[src/rtl/pipe_stage_reg.sv]
// Inter-stage pipeline register: payload+valid, stall-vector bubble/hold/flush,
// multicycle context loop-back, saturating stall counter, sticky illegal-stall flag.
module pipe_stage_reg #(
  parameter int                  DATA_W       = 64,
  parameter int                  CTX_W        = 66,
  parameter int                  STALL_W      = 6,
  parameter int                  UP_IDX       = 3,
  parameter logic [DATA_W-1:0]   NOP_VAL      = '0,
  parameter bit                  GATE_INVALID = 1'b1,
  parameter int                  CNT_W        = 4
) (
  input  logic               clk,
  input  logic               rst,
  input  logic [STALL_W-1:0] stall,
  input  logic               flush,
  input  logic               in_valid,
  input  logic [DATA_W-1:0]  in_data,
  input  logic [CTX_W-1:0]   ctx_i,
  output logic               out_valid,
  output logic [DATA_W-1:0]  out_data,
  output logic [CTX_W-1:0]   ctx_o,
  output logic [CNT_W-1:0]   stall_cnt,
  output logic               err_stall
);

  generate
    if (UP_IDX + 1 >= STALL_W) begin : g_bad_idx
      $error("pipe_stage_reg: UP_IDX+1 must be below STALL_W");
    end
  endgenerate

  localparam logic [CNT_W-1:0] CNT_MAX = '1;

  logic up, dn;
  logic [CNT_W-1:0]  cnt_inc;
  logic [DATA_W-1:0] adv_data;

  assign up      = stall[UP_IDX];
  assign dn      = stall[UP_IDX+1];
  assign cnt_inc = (stall_cnt == CNT_MAX) ? stall_cnt : stall_cnt + 1'b1;
  // Invalid slots only carry in_data through when gating is disabled.
  assign adv_data = (in_valid || !GATE_INVALID) ? in_data : NOP_VAL;

  always_ff @(posedge clk or negedge rst) begin
    if (!rst) begin
      out_valid <= 1'b0;
      out_data  <= NOP_VAL;
      ctx_o     <= '0;
      stall_cnt <= '0;
      err_stall <= 1'b0;
    end else if (flush) begin
      out_valid <= 1'b0;
      out_data  <= NOP_VAL;
      ctx_o     <= '0;
      stall_cnt <= '0;
    end else begin
      case ({up, dn})
        2'b10: begin
          out_valid <= 1'b0;
          out_data  <= NOP_VAL;
          ctx_o     <= ctx_i;
          stall_cnt <= cnt_inc;
        end
        2'b00: begin
          out_valid <= in_valid;
          out_data  <= adv_data;
          ctx_o     <= '0;
          stall_cnt <= '0;
        end
        2'b11: begin
          ctx_o     <= ctx_i;
          stall_cnt <= cnt_inc;
        end
        default: begin
          // Downstream stopped while upstream runs: keep the held payload intact.
          ctx_o     <= '0;
          stall_cnt <= '0;
          err_stall <= 1'b1;
        end
      endcase
    end
  end

endmodule

[config.mk]
export PLATFORM = sky130hd
export DESIGN_NAME = pipe_stage_reg
export DESIGN_NICKNAME = d
export VERILOG_FILES = /design/src/rtl/pipe_stage_reg.sv
export SDC_FILE = /design/constraint.sdc
export NUM_CORES = 1
export LEC_CHECK = 0
export ABC_CLOCK_PERIOD_IN_PS = 1800
export BUFFER_PORTS_ARGS = -buffer_cell sky130_fd_sc_hd__buf_4
export CORE_AREA = 4 4 110 112
export DETAILED_ROUTE_END_ITERATION = 16
export DIE_AREA = 0 0 114 116
export PLACE_DENSITY = 0.86
export SLEW_MARGIN = 25
export SYNTH_ARGS = -nofsm -noshare
export SYNTH_HDL_FRONTEND = slang
export SYNTH_SLANG_ARGS = --single-unit
[constraint.sdc]
create_clock -name clk -period 1.8 [get_ports clk]
set_clock_uncertainty 0.15 [all_clocks]
set_input_delay 0.09 -clock clk [delete_from_list [all_inputs] [get_ports clk]]
set_output_delay 0.09 -clock clk [all_outputs]
set_load 0.01 [all_outputs]
==> out/results.ini <==
[logic_synthesis]
synth_nets=448
muxShareOfSynthArea_pct=0.215
synthesis.area_um2=4670
synthArstFlopShare_pct=100
synth_warnings=0
avgSynthCellArea_um2=15.2
synth_ff_type=dfrtp_1
synth-simple-area-share_pct=10.5
synth_compound_area_share_pct=13.2
synth_seq_cells=136
synthAdderAreaFrac_pct=0.268
yosys.cell_types.count=23
synthXorXnorAreaFrac_pct=0
synth_edf_count=0
synthCells=307
synth_top_family_by_area=compound AO/OA/AOI/OAI gates
synth-seq-area-share_pct=72.9

[run_status]
status=complete, no violations

[critical_path]
ff2ff_path_depth=3
end_kind=flop
r2r_slack_ns=0.26
r2r-end=stall_cnt[3]
slowest_stage=dlygate4sd3_1
r2r_start=stall_cnt[0]
cp_cell_sequence=dlygate4sd3_1 > buf_4 > and2b_1 > buf_12 > and2_1
cp_data_required_time_ns=1.98
cp.arrival_ns=1.74
startpoint_type=input pin
path_max_fanout=56
critPathKind=in2reg
critPathMaxStageDelay_ns=0.54

[pwr]
power.switching_mw=1.71
p_leak_nw=4.61
peakVddDrop_mv=0.565
p_int_mw=5.96
pwr-share-clk_pct=46.3
netSwitchingFraction_pct=22.2
p_comb_share_pct=12.0
seqPwrFrac_pct=41.7
power_density_nw_per_um2=870
p_total_mw=7.67

[layout]
layout_commonest_cell=buf_4
finish.instance_area_um2=8820
nets=858
layout.cells.non_filler=873
drive_above_1_share_pct=42.8
syn_to_final_growth_pct=89.0
fill_cells=607
final_cell_mix=buf_4 (274), dfrtp_1 (136), dlygate4sd3_1 (133)

[detailed_routing]
num_vias=4289
wl_mm=17.0
post_drt_via_cell_ratio=4.91
drtPass1Iterations=4
initialDrtViolationCount=270
ant_nets=0
drc=0
wl_per_cell_um=19.4

[sta]
finalHoldWorstSlack_ns=0.0521
fin_crit_ns=1.55
slew-limit-headroom_pct=67.6
finalHoldViolations=0
rsz0062_at_grt=false
maxSlewViolCount=0
finalSetupTns_ns=0
clock.fmax_mhz=644
tightest_slew_ns=0.485
fin_crit_sh_pct=86.2
finalSetupViolations=0

[grt]
grt_pass1_vias=4838
top_usage_layer=met2
grt_max_degree=66
overflow=0
grtUsageMet1_pct=28.5
grt_pass1_wl_mm=25.8
grt.total_usage_pct=25.5
grt_use_met3_pct=7.99
antenna_found_initial=0
gr-usage-met2_pct=44.9

[cts]
clk_pin_slew_worst_paths_ns=0.06
cts_sinks=136
cts_root_buffer=clkbuf_16
htreeDepth=4
cts_buffers=17
clock_latency_ns=0.41
postCtsResizedCells=0
cts_tree=done
clk_path_buf_depth=2

[place]
routabilityCongestion=0.788
dp_cells=708
numPortBuffers=271
hpwl_mm=9.48
placed_cell_area_um2=6880

[floorplan]
ioPinCount=276
die_area_um2=13200
die_w_um=114
core_um2=11200
die_h_um=116
start_util_pct=41.6
rows=39

[job]
drv_cap=0

[hold_path]
hold_path_class=in2async

worst max-delay path, delay by kind of cell:
family	cells	cell delay [ns]
simple gates	2	0.64
buf+inv	3	0.97
flip-flops by register name (all words and copies together), names as in the netlist:
signal	flops
stall_cnt	4
out_valid	1
out_data	64
err_stall	1
ctx_o	66
how the worst max path moves through the flow:
stage / slack (ns) / from / cells after the start / endpoint
finish: 0.25 / flush / 5 / ctx_o[47]
detailed placement: 0.29 / stall_cnt[0] / 3 / stall_cnt[3]
floorplan: 0.44 / stall_cnt[0] / 3 / stall_cnt[3]
CTS: 0.25 / stall_cnt[0] / 3 / stall_cnt[3]
global placement: 0.37 / stall_cnt[0] / 3 / stall_cnt[3]
global route: 0.15 / stall_cnt[0] / 3 / stall_cnt[3]
area by class of cell:
| class | count | area [um2] | area share, % |
|---|---|---|---|
| clock buffers | 20 | 457 | 5.18 |
| well taps | 143 | 179 | 2.03 |
| repair buffers | 412 | 3480 | 39.5 |
| flip-flops and latches | 136 | 3400 | 38.6 |
| inverters | 1 | 3.75 | 0.0426 |
| multi-input cells | 149 | 1140 | 13.0 |
| clock inverters | 11 | 149 | 1.69 |
| diodes | 1 | 2.50 | 0.0284 |
cell usage after synthesis, types with 2 or more instances:
library cell | number | area [um2]
and2_1 | 66 | 413
a22o_1 | 64 | 561
dfrtp_1 | 136 | 3400
nor2b_1 | 2 | 12.5
a21o_1 | 2 | 15.0
buf_6 | 5 | 56.3
nand3b_1 | 3 | 22.5
clkbuf_1 | 6 | 22.5
buf_2 | 9 | 45.0
power by group through the flow:
stage               clock (mW)  combinational, mW  sequential, mW
floorplan                    0              0.125            3.29
global placement             0              0.641            3.24
detailed placement           0              0.662            3.25
CTS                       3.58              0.899            3.19
global route              3.73              0.984            3.21
finish                    3.55              0.923            3.20
per-layer routing:
| layer | routed length [um] | share of wire [%] |
|---|---|---|
| met4 | 550 | 3.2 |
| met2 | 8910 | 52 |
| met5 | 0 | 0 |
| met3 | 1430 | 8.4 |
| met1 | 6080 | 36 |
kinds of logic (layout without fill, tap and decap cells):
family,after synthesis,after routing
AND/OR/NAND/NOR,76,76
adder cells (fa/ha/maj),1,1
other,0,1
flip-flops,136,136
multiplexers,1,1
AO/OA/AOI/OAI,71,71
buffers and inverters,22,444
metrics by stage:
stage / setup slack (ns) / util [%]
final: 0.248 / 78.6
after floorplan: 0.439 / -
after global routing: 0.145 / 78.5
after detailed placement: 0.291 / 61.3
after global placement: 0.374 / 61.3
after CTS: 0.249 / 78.5
timing repair:
action | 4_1_cts | 5_1_grt
setup endpoints to repair | 0 | 0
hold buffers | 133 | 0
hold endpoints to repair | 269 | 0
buffers inserted | 0 | 0
No activity file was read; power rests on OpenSTA's default activity.
